## src/rtl/wishbone_master_adapter_cpu_if.sv

```systemverilog
// Wishbone classic-cycle bus bundle between the CPU adapter (master) and a slave.
interface wishbone_master_adapter_cpu_if;
  logic [31:0] adr;    // word-aligned address
  logic [31:0] dat_w;  // master -> slave write data
  logic [31:0] dat_r;  // slave -> master read data
  logic [3:0]  sel;
  logic        we;
  logic        cyc;
  logic        stb;
  logic        ack;
  logic        err;

  modport master (
    output adr, dat_w, sel, we, cyc, stb,
    input  dat_r, ack, err
  );

  modport slave (
    input  adr, dat_w, sel, we, cyc, stb,
    output dat_r, ack, err
  );
endinterface

```

## src/rtl/wishbone_master_adapter_cpu.sv

```systemverilog
// CPU load/store request to single Wishbone classic read/write cycle.
// One transfer in flight; a slave that never terminates is aborted after
// TIMEOUT_CYCLES bus cycles and reported as an error.
module wishbone_master_adapter_cpu #(
  parameter int unsigned TIMEOUT_CYCLES = 256,
  parameter int unsigned CNT_W          = 9
) (
  input  logic        clk_i,
  input  logic        rst_n_i,
  // CPU side
  input  logic        req_i,
  input  logic        we_i,
  input  logic [31:0] addr_i,
  input  logic [31:0] wdata_i,
  input  logic [3:0]  be_i,
  output logic        busy_o,
  output logic        done_o,
  output logic        err_o,
  output logic [31:0] rdata_o,
  // Wishbone side
  wishbone_master_adapter_cpu_if.master wb
);

  localparam bit              TimeoutEn = (TIMEOUT_CYCLES != 0);
  // Last counter value before abort; unused when the timeout is disabled.
  localparam logic [CNT_W-1:0] CntMax   = CNT_W'(TIMEOUT_CYCLES - 1);

  typedef enum logic [1:0] {
    StIdle,
    StBus,
    StResp
  } state_e;

  state_e      state_q, state_d;
  logic [CNT_W-1:0] cnt_q, cnt_d;
  logic [31:0] adr_q, adr_d;
  logic [31:0] dat_q, dat_d;
  logic [3:0]  sel_q, sel_d;
  logic        we_q, we_d;
  logic        cyc_q, cyc_d;
  logic        busy_q, busy_d;
  logic        done_q, done_d;
  logic        err_q, err_d;
  logic [31:0] rdata_q, rdata_d;

  logic        bus_err;
  logic        bus_ack;
  logic        timeout_hit;

  // Termination sources while in BUS; err wins over ack, timeout only if neither.
  always_comb begin
    bus_err     = wb.err;
    bus_ack     = wb.ack & ~wb.err;
    timeout_hit = TimeoutEn && (cnt_q == CntMax) && !wb.ack && !wb.err;
  end

  // Next-state and registered-output logic.
  always_comb begin
    state_d = state_q;
    cnt_d   = cnt_q;
    adr_d   = adr_q;
    dat_d   = dat_q;
    sel_d   = sel_q;
    we_d    = we_q;
    cyc_d   = cyc_q;
    busy_d  = busy_q;
    done_d  = 1'b0;
    err_d   = 1'b0;
    rdata_d = rdata_q;

    unique case (state_q)
      StIdle: begin
        if (req_i) begin
          adr_d   = {addr_i[31:2], 2'b00};
          dat_d   = wdata_i;
          sel_d   = be_i;
          we_d    = we_i;
          cyc_d   = 1'b1;
          busy_d  = 1'b1;
          cnt_d   = '0;
          state_d = StBus;
        end
      end

      StBus: begin
        cnt_d = cnt_q + CNT_W'(1);
        if (bus_err || bus_ack || timeout_hit) begin
          cyc_d   = 1'b0;
          done_d  = 1'b1;
          err_d   = bus_err | timeout_hit;
          state_d = StResp;
          if (bus_ack && !we_q) begin
            rdata_d = wb.dat_r;
          end
        end
      end

      StResp: begin
        busy_d  = 1'b0;
        state_d = StIdle;
      end

      default: begin
        cyc_d   = 1'b0;
        busy_d  = 1'b0;
        state_d = StIdle;
      end
    endcase
  end

  // State and output registers; reset drops the bus cycle immediately.
  always_ff @(posedge clk_i or negedge rst_n_i) begin
    if (!rst_n_i) begin
      state_q <= StIdle;
      cnt_q   <= '0;
      adr_q   <= '0;
      dat_q   <= '0;
      sel_q   <= '0;
      we_q    <= 1'b0;
      cyc_q   <= 1'b0;
      busy_q  <= 1'b0;
      done_q  <= 1'b0;
      err_q   <= 1'b0;
      rdata_q <= '0;
    end else begin
      state_q <= state_d;
      cnt_q   <= cnt_d;
      adr_q   <= adr_d;
      dat_q   <= dat_d;
      sel_q   <= sel_d;
      we_q    <= we_d;
      cyc_q   <= cyc_d;
      busy_q  <= busy_d;
      done_q  <= done_d;
      err_q   <= err_d;
      rdata_q <= rdata_d;
    end
  end

  // Drive ports straight from registers.
  always_comb begin
    wb.adr   = adr_q;
    wb.dat_w = dat_q;
    wb.sel   = sel_q;
    wb.we    = we_q;
    wb.cyc   = cyc_q;
    wb.stb   = cyc_q;
    busy_o   = busy_q;
    done_o   = done_q;
    err_o    = err_q;
    rdata_o  = rdata_q;
  end

endmodule

```

## src/flat_wrapper.sv

```systemverilog
// flat-port wrapper written by rule: the top's interface ports become plain ports
module wishbone_master_adapter_cpu_flat 
#(
  parameter int unsigned TIMEOUT_CYCLES = 256,
  parameter int unsigned CNT_W          = 9
)
  (clk_i, rst_n_i, req_i, we_i, addr_i, wdata_i, be_i, busy_o, done_o, err_o, rdata_o, wb_adr, wb_dat_w, wb_sel, wb_we, wb_cyc, wb_stb, wb_dat_r, wb_ack, wb_err);
  wishbone_master_adapter_cpu_if wb_i ();
  input  logic clk_i;
  input  logic rst_n_i;
  input  logic req_i;
  input  logic we_i;
  input  logic [31:0] addr_i;
  input  logic [31:0] wdata_i;
  input  logic [3:0] be_i;
  output logic busy_o;
  output logic done_o;
  output logic err_o;
  output logic [31:0] rdata_o;
  output wire logic [$bits(wb_i.adr)-1:0] wb_adr;
  output wire logic [$bits(wb_i.dat_w)-1:0] wb_dat_w;
  output wire logic [$bits(wb_i.sel)-1:0] wb_sel;
  output wire logic [$bits(wb_i.we)-1:0] wb_we;
  output wire logic [$bits(wb_i.cyc)-1:0] wb_cyc;
  output wire logic [$bits(wb_i.stb)-1:0] wb_stb;
  input wire logic [$bits(wb_i.dat_r)-1:0] wb_dat_r;
  input wire logic [$bits(wb_i.ack)-1:0] wb_ack;
  input wire logic [$bits(wb_i.err)-1:0] wb_err;
  assign wb_adr = wb_i.adr;
  assign wb_dat_w = wb_i.dat_w;
  assign wb_sel = wb_i.sel;
  assign wb_we = wb_i.we;
  assign wb_cyc = wb_i.cyc;
  assign wb_stb = wb_i.stb;
  assign wb_i.dat_r = wb_dat_r;
  assign wb_i.ack = wb_ack;
  assign wb_i.err = wb_err;
  wishbone_master_adapter_cpu #(.TIMEOUT_CYCLES(TIMEOUT_CYCLES), .CNT_W(CNT_W)) u_core (.clk_i(clk_i), .rst_n_i(rst_n_i), .req_i(req_i), .we_i(we_i), .addr_i(addr_i), .wdata_i(wdata_i), .be_i(be_i), .busy_o(busy_o), .done_o(done_o), .err_o(err_o), .rdata_o(rdata_o), .wb(wb_i));
endmodule
```

## config.mk

```make
export PLATFORM = sky130hd
export DESIGN_NAME = wishbone_master_adapter_cpu_flat
export DESIGN_NICKNAME = d
export VERILOG_FILES = /design/src/rtl/wishbone_master_adapter_cpu_if.sv /design/src/rtl/wishbone_master_adapter_cpu.sv /design/src/flat_wrapper.sv
export SDC_FILE = /design/constraint.sdc
export NUM_CORES = 1
export LEC_CHECK = 0
export BUFFER_PORTS_ARGS = -buffer_cell sky130_fd_sc_hd__clkbuf_2
export CORE_MARGIN = 2
export CORE_UTILIZATION = 50
export DETAILED_ROUTE_END_ITERATION = 12
export GPL_TIMING_DRIVEN = 0
export PLACE_DENSITY = 0.85
export SETUP_SLACK_MARGIN = 0.02
export SYNTH_ARGS = -nofsm -noshare
export SYNTH_HDL_FRONTEND = slang
export SYNTH_SLANG_ARGS = --single-unit
```

## constraint.sdc

```tcl
create_clock -name clk_i -period 3.9 [get_ports clk_i]
set_input_delay 0.78 -clock clk_i [delete_from_list [all_inputs] [get_ports clk_i]]
set_output_delay 0.78 -clock clk_i [all_outputs]
set_load 0.1 [all_outputs]
```

After elaboration in Yosys (flattened, before gate mapping)
Index checks and enable logic that the tools add are counted.
- $add $sub $neg: 1
- equal/unequal tests: 5
- muxes and demuxes: 13
- bitwise gates (word level): 5
- reduce and logical (&&, ||, !) cells: 16
- operator list (kind ; count):
    $pmux 9 s2 ; 1
    $add 9x1->9 const B ; 1
    $eq 9x8->1 const B ; 1
    $mux 9 ; 1
    $reduce_and 2->1 ; 4
    $mux 1 ; 6
    $reduce_and 3->1 ; 2
    $mux 2 ; 2
    $pmux 2 s2 ; 1
    $logic_and 1x1->1 ; 3
    $logic_not 1->1 ; 3
    $not 1->1 ; 3
    $pmux 1 s3 ; 1
    $eq 2x1->1 const B ; 1
    $eq 2x2->1 const B ; 1
    $logic_not 2->1 ; 1
    $logic_or 1x1->1 ; 2
    $ne 2x1->1 const B ; 1
    $ne 2x2->1 const B ; 1
    $pmux 1 s2 ; 1
    $reduce_bool 2->1 ; 1
    $and 1x1->1 ; 1
    $or 1x1->1 ; 1
- register bits: 114
- output and inout bits: 106
- logic and storage cells: 51

Logic depth before layout (Yosys ltp)
Gate-level depths: netlist of the first run.
- word-level depth: 6
- gate-level depth with buffers: 7

Least setup slack after synthesis of the first run
Ideal clock, no wire load.
- kind: register to output
- start: register u_core.cyc_q, in the netlist u_core.wb.cyc
- end: output wb_stb
- data arrival time: 1356 ps
- data required time: 3120 ps
- slack: 1764 ps
- cell stages (with the launch flop): 2
- path through: dfrtp_1 buf_4
- RTL lines (item ; RTL line ; source):
    start: declaration ; wishbone_master_adapter_cpu.sv:40 ; logic cyc_q, cyc_d;
    start signal: assignment ; wishbone_master_adapter_cpu.sv:132 ; cyc_q <= cyc_d;
    end: declaration ; flat_wrapper.sv:25 ; output wire logic [$bits(wb_i.stb)-1:0] wb_stb;
No word-level cell between the ends.

Worst setup path after layout of the first run
- start: register u_core.cyc_q, in the netlist u_core.wb.cyc
- end: output wb_stb
No word-level cell between the ends.

==> qor.yml, run 1 <==
status:
  status: "finished clean"
cells_and_area:
  antenna_cells: 0
  finalNetCount: 761
  syn_to_final_growth_pct: 40.3
  drive_above_1_share: 0.428
yosys:
  synth_cells: 426
  synth_area_leaders: "dfrtp_1, nand2_1, mux2_4"
  synth_area_mm2: 0.00455
  yosys_warnings: 0
  synth.avg_cell_area_um2: 10.7
  synth-seq-cells: 114
  async_flop_share: 1.00
  synth_top_area_share: 0.627
  yosysTopAreaCell: "dfrtp_1"
  synth_most_common_cell: "nand2_1"
  synth_edf_count: 0
  yosysUniqueCellTypes: 30
  synth_common_cells: "nand2_1, dfrtp_1, mux2_4, clkbuf_1, nand3_1"
  synth-main-ff-cell: "dfrtp_1"
  ys_seq_area_frac: 0.627
timing:
  max_freq_mhz: 445
  skew_ns: 0.00759
  setup-tns-final_ns: 0
  drv_slew: 0
  rsz0062_at_grt: "no"
  slew-limit-headroom: 0.398
  worst_pin_slew_ns: 0.902
  hold_violations: 0
  setup-violations-final: 0
  timing.final.crit_period_ns: 2.25
  min_period_over_period: 0.576
drt:
  wl_mm: 12.1
  via_per_inst: 4.95
  drt_iter0_drc: 165
  ant_nets: 0
  first_pass_iters: 4
  drc: 0
  vias: 3830
  wl_per_cell_um: 15.6
critical_path:
  criticalPathCategory: "flop to primary output"
  r2r_cells: 5
  cp.arrival_ns: 1.47
  startpoint_type: "flop"
  endpoint_kind: "primary output"
  rr_startpoint: "u_core.state_q[0]"
  reg2reg_setup_slack_ns: 1.84
  path_max_fanout: 4
  required_ns: 3.12
  r2r-end: "u_core.wb.adr[28]"
cts:
  clockRootBuffer: "clkbuf_8"
  htreeDepth: 4
  post_cts_resized: 0
  post_cts_buffers: 0
  cts_buffer_depth: 2
  cts_num_sinks: 114
  cts_made_buffers: 17
  tritoncts: "done"
  clk_pin_slew_worst_paths_ns: 0.06
  insertion_delay_ns: 0.50
  cts_hold_buffers: 0
place:
  dp.final_hpwl_mm: 8.28
  io_buffer_count: 207
  routabilityCongestion: 0.805
grt:
  grt_use_total: 0.251
  grt_max_degree: 115
  grt_first_pass_wirelength_mm: 19.1
  overflow: 0
  grt_pass1_vias: 3888
  antenna_found_initial: 0
hold_path:
  min_path_type: "primary input to async pin"
floorplan:
  dieArea_mm2: 0.00988
  num_rows: 34
  initial_core_util: 0.519
  core_area_mm2: 0.00876
  ios: 212
  die_h_um: 99.4
  die_w_um: 99.4
flow_run:
  max-cap-violations: 0
[cell usage in the layout, fill, tap and decap left out, types with 3 or more instances in the layout]
cell       instances
nand2_1          212
clkbuf_2         206
dfrtp_1          114
mux2_4            30
clkbuf_16         16
clkbuf_1          12
nand3_1            6
bufinv_16          5
inv_1              4
nor2_1             4
buf_2              4
mux2i_1            4
mux2_2             4
buf_4              4
clkbuf_8           4
clkinv_4           4
o21ai_0            3
buf_6              3
[through the flow]
stage               hold slack (ns)  setup WS [ns]  utilization  area (um2)  std cells
floorplan                     0.445           1.76            -        4550        427
global placement              0.458          0.551        0.653        5720        742
detailed placement            0.461           1.47        0.654        5730        742
CTS                           0.428           1.63        0.728        6380        774
global route                  0.443           1.60        0.728        6380        774
finish                        0.352           1.65        0.728        6380        774
[area by class of cell]
class                           instances  area [um2]
Clock buffer                           20         445
Sequential cell                       114        2850
Inverter                                4        15.0
Multi-Input combinational cell        285        1550
Tap cell                              108         135
Clock inverter                         12         205
Buffer                                 24         133
Timing Repair Buffer                  207        1040
Fill cell                             609        2380
[layer usage]
layer | vias up | global-route usage | wire length [um]
met3 | 23 | 0.0689 | 813
met5 | - | 0 | 0
met2 | 165 | 0.449 | 6390
met4 | 0 | 0.101 | 286
met1 | 1843 | 0.283 | 4610
li1 | 1799 | - | -
[how the worst max path moves through the flow]
stage	startpoint	cells after the start	slack, ns	endpoint
floorplan	u_core.wb.cyc	1	1.76	wb_stb
global placement	rst_n_i	1	0.55	u_core.wb.adr[5]
detailed placement	req_i	6	1.47	u_core.wb.dat_w[19]
CTS	u_core.wb.cyc	2	1.63	wb_stb
global route	u_core.wb.cyc	2	1.60	wb_stb
finish	u_core.wb.cyc	2	1.65	wb_stb
[state kept, by name (all words and copies together), names as in the netlist]
name and flops:
u_core.busy_o 1, u_core.cnt_q 9, u_core.rdata_o 32, u_core.wb.cyc 1, u_core.wb.sel 4, u_core.wb.dat_w 32, u_core.wb.we 1, u_core.err_o 1
u_core.wb.adr 30, u_core.done_o 1, u_core.state_q 2
[critical path, stage by stage, from the launching register on]
cell	delay, ns
dfrtp_1	0.40
buf_4	0.13
clkbuf_2	0.44
[cells by family (layout without fill, tap and decap cells)]
kind of cell               Yosys count  after routing  synth area share
other                                1              2          0.000824
and+or+nand+nor                    235            235             0.206
adders and majority gates            2              2           0.00550
muxes                               38             38             0.118
AOI/OAI and AO/OA                    8              8            0.0102
buffers and inverters               28            267            0.0325
DFF                                114            114             0.627
Power of run 1 is left out: the tool's default activity adds up to more than one toggle a clock period on the data nets, which glitch-free logic cannot reach.
==> run 2, diff against run 1 <==
--- a/config.mk
+++ b/config.mk
@@ -5,12 +5,13 @@
 export SDC_FILE = /design/constraint.sdc
 export NUM_CORES = 1
 export LEC_CHECK = 0
+export ABC_AREA = 1
 export BUFFER_PORTS_ARGS = -buffer_cell sky130_fd_sc_hd__clkbuf_2
 export CORE_MARGIN = 2
-export CORE_UTILIZATION = 50
+export CORE_UTILIZATION = 46
 export DETAILED_ROUTE_END_ITERATION = 12
 export GPL_TIMING_DRIVEN = 0
-export PLACE_DENSITY = 0.85
+export PLACE_DENSITY = 0.79
 export SETUP_SLACK_MARGIN = 0.02
 export SYNTH_ARGS = -nofsm -noshare
 export SYNTH_HDL_FRONTEND = slang
==> constraint.sdc (replaced) <==
create_clock -name clk_i -period 2.15 [get_ports clk_i]
set_input_delay 0.43 -clock clk_i [delete_from_list [all_inputs] [get_ports clk_i]]
set_output_delay 0.43 -clock clk_i [all_outputs]
set_load 0.1 [all_outputs]
==> run 2 against run 1 <==
  * Clock skew hardly changed
  * Highest routed layer unchanged
  * Largest cell class unchanged
  * Die area increased by 8.3%
  * Cell count is 15% higher
  * Routed wire length is 4.7% lower
==> qor.yml, run 2 <==
critical_path:
  r2r_cells: 10  # was 5
  cp_slowest_cell: "clkbuf_2"  # unchanged
  cpPeakStageDelay_ns: 0.44  # about the same
  criticalPathCategory: "flop to primary output"  # unchanged
  path_max_fanout: 3  # was 4
  crit_family: "buffers and inverters"  # unchanged
  startpoint_type: "flop"  # unchanged
  cp.buffers_inverters: 2  # unchanged
  required_ns: 1.72  # was 3.12 ns
  path_cells: "buf_4, clkbuf_2"  # unchanged
  cp_num_cells: 2  # unchanged
  reg2reg_setup_slack_ns: 0.28  # was 1.84 ns
  cp.arrival_ns: 1.46  # was 1.47 ns
  endpoint_kind: "primary output"  # unchanged
cells_and_area:
  antenna_cells: 0  # unchanged
  drive_above_1_share: 0.362  # was 0.428
  final_cell_mix: "nand2_1, clkbuf_2, dfrtp_1"  # unchanged
  finalNetCount: 849  # was 761
  final_common_cell: "nand2_1"  # unchanged
  finalCoreUtilization: 0.662  # was 0.728
  fin_cells: 887  # was 774
  syn_to_final_growth_pct: 41.0  # was 40.3%
  n_fill_cell: 763  # was 609
yosys:
  yosysUniqueCellTypes: 20  # was 30
  synth_compound_area_frac: 0.0135  # was 0.0102
  synth_cells: 514  # was 426
  synth_area_leaders: "dfrtp_1, nand2_1, nand3_1"  # was dfrtp_1, nand2_1, mux2_4
  synth_area_mm2: 0.00455  # unchanged
  synth-main-ff-cell: "dfrtp_1"  # unchanged
  synth.avg_cell_area_um2: 8.85  # was 10.7 um2
  synth_edf_count: 0  # unchanged
  synth-simple-area-share: 0.300  # was 0.206
  synth_common_cells: "nand2_1, dfrtp_1, nand3_1, buf_2, inv_1"  # was nand2_1, dfrtp_1, mux2_4, clkbuf_1, nand3_1
  synth-seq-cells: 114  # unchanged
  synth_xor_area_frac: 0.00193  # was 0
  yosysTopAreaCell: "dfrtp_1"  # unchanged
  synth_top_family_by_area: "simple AND/OR/NAND/NOR gates"  # unchanged
  synthMuxAreaShare: 0  # was 0.118
  synth_adder_area_share: 0.00550  # unchanged
  async_flop_share: 1.00  # unchanged
  yosys_warnings: 0  # unchanged
  ys_seq_area_frac: 0.627  # unchanged
  synth_top_area_share: 0.627  # unchanged
  synth_most_common_cell: "nand2_1"  # unchanged
floorplan:
  die_w_um: 103  # was 99.4 um
  core_area_mm2: 0.00968  # was 0.00876 mm2
  num_rows: 36  # was 34
  die_h_um: 103  # was 99.4 um
  initial_core_util: 0.470  # was 0.519
  ios: 212  # unchanged
  dieArea_mm2: 0.0107  # was 0.00988 mm2
cts:
  cts_buffer_depth: 2  # unchanged
  cts_hold_buffers: 0  # unchanged
  clockRootBuffer: "clkbuf_8"  # unchanged
  cts_made_buffers: 17  # unchanged
  htreeDepth: 4  # unchanged
  post_cts_resized: 0  # unchanged
  cts_num_sinks: 114  # unchanged
  insertion_delay_ns: 0.50  # about the same
  post_cts_buffers: 0  # unchanged
  clk_pin_slew_worst_paths_ns: 0.05  # was 0.06 ns
  tritoncts: "done"  # unchanged
timing:
  max_freq_mhz: 530
  worst_pin_slew_ns: 0.870  # was 0.902 ns
  rsz0062_at_grt: "no"  # unchanged
  setup-violations-final: 0  # unchanged
  setup-tns-final_ns: 0  # unchanged
  min_period_over_period: 0.877
  slew-limit-headroom: 0.420  # was 0.398
  skew_ns: 0.00805  # was 0.00759 ns
  drv_slew: 0  # unchanged
  hold_violations: 0  # unchanged
  timing.final.crit_period_ns: 1.89
place:
  routabilityCongestion: 0.827  # was 0.805
  dp.final_hpwl_mm: 8.41  # was 8.28 mm
  dp.cells: 855  # was 742
  io_buffer_count: 207  # unchanged
drt:
  wl_per_cell_um: 13.0  # was 15.6 um
  first_pass_iters: 4  # unchanged
  drc: 0  # unchanged
  drt_iter0_drc: 151  # was 165
  via_per_inst: 4.65  # was 4.95
  wl_mm: 11.5  # was 12.1 mm
  vias: 4125  # was 3830
  ant_nets: 0  # unchanged
flow_run:
  max-cap-violations: 0  # unchanged
grt:
  grt_pass1_vias: 3755  # was 3888
  grt_use_total: 0.214  # was 0.251
  grt_max_degree: 115  # unchanged
  grt_first_pass_wirelength_mm: 17.5  # was 19.1 mm
  antenna_found_initial: 0  # unchanged
  overflow: 0  # unchanged
status:
  status: "finished clean"  # unchanged
hold_path:
  min_path_type: "primary input to async pin"  # unchanged
## run 2: per-layer routing
layer	vias up	GRT usage	routed length [um]
li1	2033	-	-
met1	1893	0.271	4820
met2	179	0.336	5490
met3	20	0.0712	1010
met4	0	0.0921	221
met5	-	0	0
## run 2: logic make-up after synthesis
logic type               count (synthesis)
AO/OA/AOI/OAI                           12
XOR/XNOR                                 1
adder cells (fa/ha/maj)                  2
buffers and inverters                   41
flip-flops                             114
other                                    1
AND/OR/NAND/NOR                        343
## run 2: final timing paths
check,to,startpoint
max in group asynchronous,u_core.cnt_q[8],rst_n_i
worst max-delay path,wb_stb,u_core.wb.cyc
worst min-delay path,u_core.wb.adr[12],rst_n_i
worst min register to register,u_core.rdata_o[6],u_core.rdata_o[6]
min in group clk_i,u_core.wb.dat_w[8],wdata_i[8]
worst max register to register,u_core.wb.cyc,u_core.cnt_q[0]
## run 2: cell type report
type,count,area (um2),share of cell area
tap,133,166,0.0259
buffer,27,180,0.0281
timing repair buffer,207,1040,0.163
inverter,14,52.6,0.00819
sequential,114,2850,0.445
clock inverter,10,178,0.0277
clock buffer,22,473,0.0737
multi-input combinational,360,1470,0.229
## run 2: per-stage QoR
step	area, um2	hold WS [ns]	setup WS [ns]
after global placement	5760	0.453	-0.902
final	6410	0.0492	0.264
after detailed placement	5760	0.458	0.325
after CTS	6410	0.0835	0.241
after floorplan	4550	0.134	0.380
after global routing	6410	0.0969	0.0960
Power of run 2 is left out for the same reason.
==> run 3, diff against run 2 <==
--- a/config.mk
+++ b/config.mk
@@ -6,12 +6,13 @@
 export NUM_CORES = 1
 export LEC_CHECK = 0
 export ABC_AREA = 1
-export BUFFER_PORTS_ARGS = -buffer_cell sky130_fd_sc_hd__clkbuf_2
+export BUFFER_PORTS_ARGS = -buffer_cell sky130_fd_sc_hd__buf_4
 export CORE_MARGIN = 2
 export CORE_UTILIZATION = 46
 export DETAILED_ROUTE_END_ITERATION = 12
 export GPL_TIMING_DRIVEN = 0
 export PLACE_DENSITY = 0.79
+export REMOVE_ABC_BUFFERS = 1
 export SETUP_SLACK_MARGIN = 0.02
 export SYNTH_ARGS = -nofsm -noshare
 export SYNTH_HDL_FRONTEND = slang
==> run 3 against run 2 <==
  * Critical path depth rose by 8
  * Sequential share of layout area down 2.1 points
  * Register-to-register slack worse by 0.02 ns
  * First-iteration DRC count down 9.9%
  * Global-route usage grew 1.8 points
  * Cell count decreased by 2.7%
  * Hold slack better by 0.054 ns
  * Flip-flop and latch count is the same
  * Clock-buffer cell count grew 2
  * Routed wire length increased by 9.4%
  * Via count is 1.2% higher
==> qor.yml, run 3 (synthesized netlist as in run 2, its figures left out) <==
cells_and_area:
  finalNetCount: 827  # was 849
  seqCellArea_mm2: 0.00285  # unchanged
  final_cell_mix: "nand2_1, buf_4, dfrtp_1"  # was nand2_1, clkbuf_2, dfrtp_1
  syn_to_final_growth_pct: 48.0  # was 41.0%
  final_common_cell: "nand2_1"  # unchanged
  multi_input_area_mm2: 0.00151  # was 0.00147 mm2
  fin_cells: 863  # was 887
  n_fill_cell: 733  # was 763
  drive_above_1_share: 0.336  # was 0.362
  antenna_cells: 0  # unchanged
timing:
  min_period_over_period: 0.879  # was 0.877
  drv_slew: 0  # unchanged
  setup-violations-final: 0  # unchanged
  timing.final.crit_period_ns: 1.89  # about the same
  max_freq_mhz: 529  # was 530 MHz
  skew_ns: 0.00589  # was 0.00805 ns
  slew-limit-headroom: 0.298  # was 0.420
  hold_violations: 0  # unchanged
  rsz0062_at_grt: "no"  # unchanged
  worst_pin_slew_ns: 1.05  # was 0.870 ns
floorplan:
  core_area_mm2: 0.00968  # unchanged
  initial_core_util: 0.470  # unchanged
  die_w_um: 103  # unchanged
  num_rows: 36  # unchanged
  ios: 212  # unchanged
  dieArea_mm2: 0.0107  # unchanged
  die_h_um: 103  # unchanged
grt:
  grt_first_pass_wirelength_mm: 18.9  # was 17.5 mm
  grt_max_degree: 115  # unchanged
  antenna_found_initial: 0  # unchanged
  overflow: 0  # unchanged
  grt_pass1_vias: 4079  # was 3755
  grt_use_total: 0.232  # was 0.214
drt:
  drc: 0  # unchanged
  vias: 4175  # was 4125
  first_pass_iters: 4  # unchanged
  ant_nets: 0  # unchanged
  via_per_inst: 4.84  # was 4.65
  wl_per_cell_um: 14.6  # was 13.0 um
  drt_iter0_drc: 136  # was 151
  wl_mm: 12.6  # was 11.5 mm
cts:
  htreeDepth: 4  # unchanged
  clk_pin_slew_worst_paths_ns: 0.05  # about the same
  cts_buffer_depth: 2  # unchanged
  cts_num_sinks: 114  # unchanged
  clockRootBuffer: "clkbuf_8"  # unchanged
  tritoncts: "done"  # unchanged
  cts_made_buffers: 17  # unchanged
  insertion_delay_ns: 0.52  # was 0.50 ns
critical_path:
  cp.arrival_ns: 2.31  # was 1.46 ns
  path_max_fanout: 4  # was 3
  required_ns: 2.57  # was 1.72 ns
  startpoint_type: "flop"  # unchanged
  criticalPathCategory: "flop to flop"  # was flop to primary output
  endpoint_kind: "flop"  # was primary output
place:
  io_buffer_count: 207  # unchanged
  routabilityCongestion: 0.753  # was 0.827
  dp.final_hpwl_mm: 7.96  # was 8.41 mm
  dp.cells: 828  # was 855
status:
  status: "finished clean"  # unchanged
hold_path:
  min_path_type: "primary input to flop"  # was primary input to async pin
flow_run:
  max-cap-violations: 0  # unchanged
==> run 3: layer usage <==
layer | vias to the layer above | track usage | wire [um]
met5 | - | 0 | 0
met4 | 0 | 0.0941 | 250
met3 | 20 | 0.108 | 1400
met2 | 192 | 0.367 | 5940
met1 | 1971 | 0.275 | 5030
li1 | 1992 | - | -
==> run 3: path summary, 6_finish.rpt <==
check / from / end / slack, ns / cells after the start
setup / recovery: u_core.cnt_q[0] / u_core.wb.cyc / 0.26 / 10
hold / removal: addr_i[9] / u_core.wb.adr[9] / 0.10 / 3
setup reg to reg: u_core.cnt_q[0] / u_core.wb.cyc / 0.26 / 10
hold reg to reg: u_core.rdata_o[31] / u_core.rdata_o[31] / 0.47 / 2
max in group asynchronous: rst_n_i / u_core.wb.adr[18] / 1.09 / 3
min in group asynchronous: rst_n_i / u_core.wb.adr[14] / 0.31 / 2
==> run 3: repair_timing <==
item	4_1_cts	5_1_grt
setup endpoints to repair	99	32
cloned	2	1
resized for setup	3	1
pin swaps	2	1
hold buffers	0	1
setup buffers	0	0
endpoints found under the hold margin	0	13
==> run 3: per-stage QoR <==
stage                     utilization  hold slack (ns)  setup slack, ns  setup TNS, ns  cell area (um2)
after floorplan                     -            0.134           -0.235         -21.46             4370
after global placement          0.629            0.455            -1.21         -93.26             6090
after detailed placement        0.630            0.459           -0.514         -44.74             6100
after CTS                       0.690           0.0886           0.0896              0             6680
after global routing            0.695           0.0898           0.0925              0             6730
final                           0.695            0.103            0.260              0             6730
==> run 3: final cells by class <==
cell class / count / area share
inverters: 14 / 0.00892
repair buffers: 209 / 0.237
multi-input cells: 363 / 0.224
clock buffers: 24 / 0.0699
clock inverters: 6 / 0.0119
flip-flops and latches: 114 / 0.424
well taps: 133 / 0.0247
==> run 3: critical path: stages, from the launching register on <==
cell     delay [ns]
dfrtp_1        0.41
ha_1           0.24
nand2_1        0.13
inv_1          0.07
and3_1         0.18
ha_1           0.20
nor2_1         0.19
nand2_1        0.09
o21ai_0        0.16
nand2_1        0.06
nand2_1        0.06
Power of run 3 is left out for the same reason.
